--- config.mk ---
export PLATFORM = sky130hd
export DESIGN_NAME = mesh_network_interface
export DESIGN_NICKNAME = d
export VERILOG_FILES = /design/src/rtl/mesh_network_interface.sv
export SDC_FILE = /design/constraint.sdc
export NUM_CORES = 1
export LEC_CHECK = 0
export CAP_MARGIN = 20
export CORE_ASPECT_RATIO = 1.4
export CORE_UTILIZATION = 35
export CTS_CLUSTER_DIAMETER = 80
export DETAILED_ROUTE_END_ITERATION = 7
export SKIP_LAST_GASP = 1
export SYNTH_ARGS = -nofsm -noshare
export SYNTH_HDL_FRONTEND = slang
export SYNTH_SLANG_ARGS = --single-unit
--- constraint.sdc ---
create_clock -name clk -period 6.93 [get_ports clk]
set_clock_uncertainty 0.05 [all_clocks]
set_input_delay 1.0395 -clock clk [delete_from_list [all_inputs] [get_ports clk]]
set_output_delay 1.0395 -clock clk [all_outputs]
set_load 0.03 [all_outputs]
--- src/rtl/mesh_network_interface.sv ---
// Generic synchronous FIFO with registered occupancy, used by both NI paths.
// Latency: a pushed entry is visible at the head on the cycle after the push.
// Backpressure: full_o is derived from registered state only; push when full and pop when empty are ignored.
module mesh_ni_fifo #(
    parameter int WIDTH = 40,
    parameter int DEPTH = 4
) (
    input  logic             clk,
    input  logic             rst,
    input  logic             push_i,
    input  logic [WIDTH-1:0] push_dat_i,
    input  logic             pop_i,
    output logic [WIDTH-1:0] pop_dat_o,
    output logic             full_o,
    output logic             empty_o
);
    localparam int PW = $clog2(DEPTH);
    localparam int CW = PW + 1;

    logic [WIDTH-1:0] mem_q [DEPTH];
    logic [PW-1:0]    wr_ptr_q, wr_ptr_d;
    logic [PW-1:0]    rd_ptr_q, rd_ptr_d;
    logic [CW-1:0]    cnt_q, cnt_d;
    logic             do_push, do_pop;

    assign full_o    = (cnt_q == CW'(DEPTH));
    assign empty_o   = (cnt_q == '0);
    assign do_push   = push_i && !full_o;
    assign do_pop    = pop_i && !empty_o;
    assign pop_dat_o = mem_q[rd_ptr_q];

    always_comb begin
        wr_ptr_d = wr_ptr_q;
        rd_ptr_d = rd_ptr_q;
        cnt_d    = cnt_q;
        if (do_push) begin
            wr_ptr_d = (wr_ptr_q == PW'(DEPTH - 1)) ? '0 : wr_ptr_q + PW'(1);
        end
        if (do_pop) begin
            rd_ptr_d = (rd_ptr_q == PW'(DEPTH - 1)) ? '0 : rd_ptr_q + PW'(1);
        end
        case ({do_push, do_pop})
            2'b10:   cnt_d = cnt_q + CW'(1);
            2'b01:   cnt_d = cnt_q - CW'(1);
            default: cnt_d = cnt_q;
        endcase
    end

    always_ff @(posedge clk) begin
        if (rst) begin
            wr_ptr_q <= '0;
            rd_ptr_q <= '0;
            cnt_q    <= '0;
        end else begin
            wr_ptr_q <= wr_ptr_d;
            rd_ptr_q <= rd_ptr_d;
            cnt_q    <= cnt_d;
        end
    end

    // Storage needs no reset: occupancy alone decides what is valid.
    always_ff @(posedge clk) begin
        if (do_push) begin
            mem_q[wr_ptr_q] <= push_dat_i;
        end
    end
endmodule

// Mesh endpoint NI: queues PE sends into the router, filters and queues router ejections for the PE.
// Latency: 1 cycle from PE handshake to noc_valid_o, 1 cycle from router accept to rx_valid_o.
// Backpressure: tx_ready_o / noc_ready_o are !full of their queue, registered only, so no combinational valid->ready paths.
module mesh_network_interface #(
    parameter int DATA_WIDTH   = 32,
    parameter int ADDR_WIDTH   = 8,
    parameter int X_ADDR_WIDTH = 4,
    parameter int Y_ADDR_WIDTH = 4,
    parameter int TX_DEPTH     = 4,
    parameter int RX_DEPTH     = 4,
    parameter int CNT_WIDTH    = 16
) (
    input  logic                    clk,
    input  logic                    rst,
    input  logic [X_ADDR_WIDTH-1:0] local_x_addr,
    input  logic [Y_ADDR_WIDTH-1:0] local_y_addr,
    input  logic                    tx_valid_i,
    input  logic [X_ADDR_WIDTH-1:0] tx_dest_x_i,
    input  logic [Y_ADDR_WIDTH-1:0] tx_dest_y_i,
    input  logic [DATA_WIDTH-1:0]   tx_data_i,
    output logic                    tx_ready_o,
    output logic                    noc_valid_o,
    output logic [DATA_WIDTH-1:0]   noc_data_o,
    output logic [ADDR_WIDTH-1:0]   noc_addr_o,
    input  logic                    noc_ready_i,
    input  logic                    noc_valid_i,
    input  logic [DATA_WIDTH-1:0]   noc_data_i,
    input  logic [ADDR_WIDTH-1:0]   noc_addr_i,
    output logic                    noc_ready_o,
    output logic                    rx_valid_o,
    output logic [DATA_WIDTH-1:0]   rx_data_o,
    output logic [ADDR_WIDTH-1:0]   rx_addr_o,
    input  logic                    rx_ready_i,
    input  logic                    status_clr_i,
    output logic [CNT_WIDTH-1:0]    tx_count_o,
    output logic [CNT_WIDTH-1:0]    rx_count_o,
    output logic [CNT_WIDTH-1:0]    drop_count_o,
    output logic                    misroute_o
);
    localparam int PKT_W = ADDR_WIDTH + DATA_WIDTH;

    typedef struct packed {
        logic [ADDR_WIDTH-1:0] addr;
        logic [DATA_WIDTH-1:0] data;
    } pkt_t;

    pkt_t tx_pkt_in, tx_head, rx_pkt_in, rx_head;
    logic tx_full, tx_empty, rx_full, rx_empty;
    logic tx_push, tx_pop, rx_accept, rx_push, rx_drop, rx_pop, addr_match;

    logic [CNT_WIDTH-1:0] tx_cnt_q, tx_cnt_d;
    logic [CNT_WIDTH-1:0] rx_cnt_q, rx_cnt_d;
    logic [CNT_WIDTH-1:0] drop_cnt_q, drop_cnt_d;
    logic                 misroute_q, misroute_d;

    // X in the MSBs, Y just below, any remaining LSBs zero.
    always_comb begin
        tx_pkt_in      = '0;
        tx_pkt_in.data = tx_data_i;
        tx_pkt_in.addr[ADDR_WIDTH-1 -: X_ADDR_WIDTH]              = tx_dest_x_i;
        tx_pkt_in.addr[ADDR_WIDTH-X_ADDR_WIDTH-1 -: Y_ADDR_WIDTH] = tx_dest_y_i;
    end

    assign tx_ready_o  = !tx_full;
    assign tx_push     = tx_valid_i && tx_ready_o;
    assign noc_valid_o = !tx_empty;
    assign noc_data_o  = tx_head.data;
    assign noc_addr_o  = tx_head.addr;
    assign tx_pop      = noc_valid_o && noc_ready_i;

    mesh_ni_fifo #(
        .WIDTH (PKT_W),
        .DEPTH (TX_DEPTH)
    ) u_tx_fifo (
        .clk        (clk),
        .rst        (rst),
        .push_i     (tx_push),
        .push_dat_i (tx_pkt_in),
        .pop_i      (tx_pop),
        .pop_dat_o  (tx_head),
        .full_o     (tx_full),
        .empty_o    (tx_empty)
    );

    assign rx_pkt_in.addr = noc_addr_i;
    assign rx_pkt_in.data = noc_data_i;
    assign addr_match = (noc_addr_i[ADDR_WIDTH-1 -: X_ADDR_WIDTH] == local_x_addr) &&
                        (noc_addr_i[ADDR_WIDTH-X_ADDR_WIDTH-1 -: Y_ADDR_WIDTH] == local_y_addr);

    assign noc_ready_o = !rx_full;
    assign rx_accept   = noc_valid_i && noc_ready_o;
    assign rx_push     = rx_accept && addr_match;
    assign rx_drop     = rx_accept && !addr_match;
    assign rx_valid_o  = !rx_empty;
    assign rx_data_o   = rx_head.data;
    assign rx_addr_o   = rx_head.addr;
    assign rx_pop      = rx_valid_o && rx_ready_i;

    mesh_ni_fifo #(
        .WIDTH (PKT_W),
        .DEPTH (RX_DEPTH)
    ) u_rx_fifo (
        .clk        (clk),
        .rst        (rst),
        .push_i     (rx_push),
        .push_dat_i (rx_pkt_in),
        .pop_i      (rx_pop),
        .pop_dat_o  (rx_head),
        .full_o     (rx_full),
        .empty_o    (rx_empty)
    );

    // Clear has priority over any increment or misroute set in the same cycle.
    always_comb begin
        tx_cnt_d   = tx_cnt_q;
        rx_cnt_d   = rx_cnt_q;
        drop_cnt_d = drop_cnt_q;
        misroute_d = misroute_q;
        if (status_clr_i) begin
            tx_cnt_d   = '0;
            rx_cnt_d   = '0;
            drop_cnt_d = '0;
            misroute_d = 1'b0;
        end else begin
            if (tx_pop)  tx_cnt_d = tx_cnt_q + CNT_WIDTH'(1);
            if (rx_push) rx_cnt_d = rx_cnt_q + CNT_WIDTH'(1);
            if (rx_drop) begin
                drop_cnt_d = drop_cnt_q + CNT_WIDTH'(1);
                misroute_d = 1'b1;
            end
        end
    end

    always_ff @(posedge clk) begin
        if (rst) begin
            tx_cnt_q   <= '0;
            rx_cnt_q   <= '0;
            drop_cnt_q <= '0;
            misroute_q <= 1'b0;
        end else begin
            tx_cnt_q   <= tx_cnt_d;
            rx_cnt_q   <= rx_cnt_d;
            drop_cnt_q <= drop_cnt_d;
            misroute_q <= misroute_d;
        end
    end

    assign tx_count_o   = tx_cnt_q;
    assign rx_count_o   = rx_cnt_q;
    assign drop_count_o = drop_cnt_q;
    assign misroute_o   = misroute_q;
endmodule

==> metrics.txt, run 1 <==
status=complete, but fails checks; failing checks=DRC; RR Startpoint=u_rx_fifo.cnt_q[0]; WP data required=slightly below 6000 ps; worst-case vdd ir drop=around 0.26 mV; DRC=1; period utilisation layout=58.26%; Gate power share=between 15 and 20%; DRT Pass-1 Iters=7; number of synthesized register bits=between 300 and 400; CTS tree=yes; Post-synth ARST share=0%; WL/cell=19.64 um; CP max-delay cell=mux4_2; Site Rows=90; met1 global-route usage=approximately 17%; hold wc startpoint=misroute_o; vias in the first global route=8910; Post-Syn Area=15210 um^2; cell taking the most area after synthesis=edfxtp_1; Detail Route Antenna Nets=0; H-tree levels=2; I/O pin cnt=228; Max Fanout on Critical Path=29; number of distinct library cells after synthesis=49; cts hold-fix bufs=0; placed cell area=18120 um^2; Power Density=approximately 290 nW/um^2; Pwr Total=roughly 0.0056 W; Syn Area/Cell=about 18 um^2; Detailed Place HPWL=just over 20000 um; DIE HEIGHT=~250 um; register area share after synthesis=between 70% and 80%; Reg power frac=between 40% and 50%; Via-to-Cell Ratio=~5.0; setup bufs post-CTS=0; gp weighted congestion=roughly 0.77; die width=178.2 um; Achievable Freq=247.7 MHz; total CTS buffers=39; Final Hold Fails=0; P&R area growth vs syn=27.59%; Worst setup EP type=output pin; syn_nets=approximately 960; CP cell instances=buf_4 > mux4_2 > clkdlybuf4s50_1; yosys warns=0; GRT Util Overall=~15%; met3 Use GR=between 2 and 3%; RSZ-0062 raised after global routing=no; worst-margin pin slew=1062 ps; Max transition margin=approximately 29%; Hold Path Class=register to register; top cells by area, synth=edfxtp_1 (63%), mux4_2 (12%), dfxtp_1 (8.8%); final wirelength=roughly 33000 um; vias post-DR=around 8400; Root Driver=clkbuf_16; GR Util met2=26.64%; crit path kind=register to output pin; Die Area=44300 um^2; grt ovf=0; ys flop type=edfxtp_1; CTS resizes=0; CTS Buffer Depth=3; Lkg Pwr=6.114 nW; top cell type's share of synthesized area=between 60% and 70%; Clock Pin Slew Worst Setup and Hold Paths=60 ps; cell area after layout=about 19000 um^2; Mapped Cells=847; # setup viols final=0; Setup TNS=0 ps; Reg2Reg Setup Slack=around 4000 ps; port bufs=between 200 and 250; startpoint types=register; layout cells sized above 1=16.29%; largest net degree at the start of global routing=just over 40; sw power=about 0.0014 W; Clk Latency, worst-skew pair=540 ps; Post-synth EDFFs=320; initial antenna violation count=4; Initial DRC Count=just under 400; Placed Cells=between 1500 and 2000; CP peak stage delay=about 600 ps; Fin Hold WS=around 420 ps; Power Internal=0.004201 W; CP arrival=~3000 ps; minimum clock period=approximately 4000 ps; max_cap viols=0; core area=around 43000 um^2; CTS sink cnt=between 300 and 400; Switching Share=24.94%; Clock Power Share=approximately 36%; first-pass GRT wire length=about 50000 um; initial core utilization=a little over a third; fin. max-slew vios=0; Post-layout nets=around 1200; Finished Layout Cells=between 1500 and 2000; gr busiest metal=met2
-- cell usage after synthesis, types with 2 or more instances --
library cell  count
xnor2_1          13
ha_1             15
clkbuf_1         24
and2_1            9
or3b_1            2
nor3_1            3
o21ai_0           6
nand3_1          13
nand4_1          15
inv_1            14
nor4_4            2
and4_1           10
nand2_1          68
nand4_2           2
mux2i_1          27
and3_1            7
mux4_2           80
or3_2             3
o21ai_1           3
o31ai_1           3
a211oi_1          5
or3_1            29
nor4_1           11
buf_4             2
a21oi_1          22
nor2_1           20
fa_1              2
a31oi_1           3
a31o_2            3
buf_2            16
edfxtp_1        320
a2111o_1          4
a2111oi_2         3
xor2_1            5
dfxtp_1          67
a41o_1            3
-- registers in the layout, summed over array words and instances (netlist names), named ones only --
signal,cells
rx_count_o,16
u_rx_fifo.cnt_q,3
misroute_o,1
drop_count_o,16
u_tx_fifo.cnt_q,3
u_rx_fifo.mem_q,160
u_rx_fifo.wr_ptr_q,2
u_tx_fifo.mem_q,160
u_rx_fifo.rd_ptr_q,2
tx_count_o,16
u_tx_fifo.wr_ptr_q,2
u_tx_fifo.rd_ptr_q,2
-- power groups by stage --
stage | clock (W) | combinational [W] | sequential [W]
after global placement | 0 | 0.000921 | 0.00270
after global routing | 0.00217 | 0.000962 | 0.00266
after floorplan | 0 | 0.000550 | 0.00270
final | 0.00204 | 0.000905 | 0.00266
after CTS | 0.00210 | 0.000926 | 0.00266
after detailed placement | 0 | 0.000922 | 0.00271
-- layout by cell type, fill, tap and decap left out, types with 15 or more instances in the layout --
master           Yosys  routed
nand4_1             15      15
mux4_2              80      80
a21oi_1             22      22
or3_1               29      29
clkdlybuf4s50_1      0     227
mux2i_1             27      27
clkbuf_16            0      40
nor2_1              20      19
ha_1                15      15
nand2_1             68      68
edfxtp_1           320     320
dfxtp_1             67      63
-- final cells by class --
cell class / count / area, um^2
clock buffers: 53 / 1050
repair buffers: 242 / 2447
diodes: 2 / 5.005
inverters: 15 / 56.30
flip-flops and latches: 387 / 10960
fillers: 3760 / 23620
clock inverters: 18 / 181.4
multi-input cells: 402 / 4015
well taps: 552 / 690.7
-- logic make-up (layout without fill, tap and decap cells) --
group                      count (synthesis)  count (layout)  share of synthesized area (%)
AOI/OAI and AO/OA                         59              59                          2.864
DFF                                      387             387                          72.02
and+or+nand+nor                          200             200                          7.224
buffers and inverters                     58             328                          1.662
adders and majority gates                 17              17                          1.498
muxes                                    108             108                          13.70
xor gates and xnor gates                  18              18                          1.037
other                                      0               2                              0
-- routing by layer --
metal,up-vias,part of all wire (%)
met3,55,5.0
met4,4,2.5
met1,4277,40
li1,3878,-
met5,-,0.082
met2,204,53
-- path summary, 6_finish.rpt --
path,endpoint,cells past startpoint
setup / recovery,rx_data_o[28],3
hold / removal,misroute_o,1
setup reg to reg,u_rx_fifo.cnt_q[2],10
hold reg to reg,misroute_o,1
-- worst max-delay path: cells and delay by family (launching register included) --
family	cells	cell delay, ps
muxes	1	610
DFF	1	590
buffers and inverters	2	1190
-- per-stage QoR --
stage	utilization [%]	setup WS, ps
global route	45.10	2652
global placement	42.00	2652
floorplan	-	3676
CTS	45.00	2741
finish	45.10	2893
detailed placement	42.14	2556
(Power assumes the default switching activity.)
==> run 2, diff against run 1 <==
- clock period: 6.93 -> 3.5 ns (I/O delays scaled with it)
==> run 2 against run 1 <==
Combinational power rose by 100%. Highest routed layer is now met4. Global-route usage grew 0.32 points. Clock power is 100% higher. Sequential power up 98%. Die area is the same. Final area is 0.92% higher. The flow still finishes with violations (DRC). Utilization up 0.42 points.
==> metrics.txt, run 2 (synthesis gave the netlist of run 1 again) <==
status=complete, but fails checks; failing checks=DRC; Reg power frac=47.2% (-0.2 points); minimum clock period=between 3000 and 4000 ps; DIE HEIGHT=248.6 um (unchanged); setup bufs post-CTS=0 (unchanged); Fin Hold WS=425.1 ps (+0.6410 ps); commonest non-fill, non-tap cell in the layout=edfxtp_1; gp weighted congestion=0.7695 (+0.55%); worst-case vdd ir drop=0.3762 mV (+46%); Detailed Place HPWL=21830 um (+8.2%); crit path kind=register to output pin; Lkg Pwr=6.213 nW (+1.6%); P&R area growth vs syn=28.77%; Switching Share=24.68% (-0.26 points); initial core utilization=35.35% (unchanged); R2R Path End=u_rx_fifo.cnt_q[2]; DRC=1 (unchanged); final wirelength=33450 um (+1.9%); Worst setup EP type=output pin; Gate power share=16.3% (about the same); Final Hold Fails=0 (unchanged); Max Fanout on Critical Path=16 (-45%); Clock Pin Slew Worst Setup and Hold Paths=60 ps (about the same); CTS sink cnt=387 (unchanged); Initial DRC Count=475 (+20%); first-pass GRT wire length=51070 um (+1.7%); largest net degree at the start of global routing=41 (unchanged); Final WS setup=435.1 ps (-2458 ps); Setup WS pre-CTS=540.1 ps (-2016 ps); Power Internal=0.008416 W (+100%); # setup viols final=0 (unchanged); Die Area=44300 um^2 (unchanged); startpoint types=register; total CTS buffers=38 (-2.6%); worst r2r path cells=10 (unchanged); fill cell count=3782 (+0.59%); I/O pin cnt=228 (unchanged); RSZ-0062 raised after global routing=no; Placed Cells=1612 (+1.0%); Site Rows=90 (unchanged); Reg2Reg Setup Slack=1110 ps (-2890 ps); port bufs=227 (unchanged); CTS resizes=0 (unchanged); vias post-DR=8488 (+0.83%); CP arrival=2490 ps (-460 ps); Power Density=570.6 nW/um^2 (+98%); commonest non-fill, non-tap cells in the layout=edfxtp_1 (320), clkdlybuf4s50_1 (227), mux4_2 (80); CTS tree=yes; Clk Latency, worst-skew pair=530 ps (about the same); cts hold-fix bufs=0 (unchanged); GRT Util Overall=15.13% (+0.32 points); H-tree levels=2 (unchanged); Root Driver=clkbuf_16; core area=43020 um^2 (unchanged); Via-to-Cell Ratio=5.049 (+0.23%); initial antenna violation count=1 (-3); multi-input logic area=4015 um^2 (unchanged); final core occ=45.52% (+0.42 points); worst-margin pin slew=721.8 ps (-340.3 ps); Post-layout nets=1212 (+1.1%); die width=178.2 um (unchanged); WL/cell=19.90 um (+1.3%); grt ovf=0 (unchanged); Max transition margin=51.88% (+23 points); max_cap viols=0 (unchanged); Hold Path Class=register to register; Finished Layout Cells=1681 (+0.60%); CP endpoint=noc_data_o[6]; Sequential Area=10960 um^2 (unchanged); RR Startpoint=u_rx_fifo.cnt_q[2]; Clock Power Share=36.6% (+0.2 points); sw power=0.002757 W (+98%); CTS Buffer Depth=3 (unchanged); hold wc startpoint=u_tx_fifo.rd_ptr_q[1]; Largest regs=u_rx_fifo.mem_q: 160 flops, u_tx_fifo.mem_q: 160 flops; period utilisation layout=slightly below 90%; Setup TNS=0 ps (unchanged); WP data required=2920 ps (-2920 ps); fin. max-slew vios=0 (unchanged); layout cells sized above 1=17.29% (+0.99 points); vias in the first global route=8982 (+0.81%); Achievable Freq=326.3 MHz; Detail Route Antenna Nets=0 (unchanged); DRT Pass-1 Iters=6 (-1)
run 2: worst min-delay path by stage:
stage | to | slack [ps] | cells after the start
5_1_grt | register | 450 | 2
4_1_cts | drop_count_o[15] | 430 | 2
6_report | register | 430 | 2
2_1_floorplan | register | 400 | 2
3_5_place_dp | misroute_o | 410 | 1
3_3_place_gp | drop_count_o[15] | 400 | 2
run 2: power by group through the flow:
stage | combinational, W | clock, W | sequential [W]
after global placement | 0.00185 | 0 | 0.00536
after CTS | 0.00187 | 0.00420 | 0.00527
after global routing | 0.00194 | 0.00436 | 0.00528
after floorplan | 0.00109 | 0 | 0.00535
final | 0.00182 | 0.00409 | 0.00527
after detailed placement | 0.00186 | 0 | 0.00537
run 2: routing by layer:
metal / track usage, % / share of wire (%) / up-vias
met3: 2.187 / 3.6 / 53
met5: 0 / 0 / -
met1: 18.02 / 40 / 4341
li1: - / - / 3905
met4: 5.348 / 2.5 / 0
met2: 27.36 / 54 / 189
run 2: worst max-delay path: stages (launching register included):
cell             delay [ps]
dfxtp_2                 580
buf_4                   360
mux4_2                  390
clkdlybuf4s50_1         620
run 2: area by class of cell:
type	instances	share of cell area (%)
diodes	1	0.01278
clock inverters	22	1.176
repair buffers	256	13.42
multi-input cells	402	20.51
clock buffers	46	5.119
well taps	552	3.527
flip-flops and latches	387	55.95
inverters	15	0.2876
run 2: stage by stage:
stage	area, um^2	total power (W)
global route	19580	0.01158
CTS	19580	0.01133
detailed placement	18350	0.007227
global placement	18350	0.007208
floorplan	15210	0.006439
finish	19580	0.01117
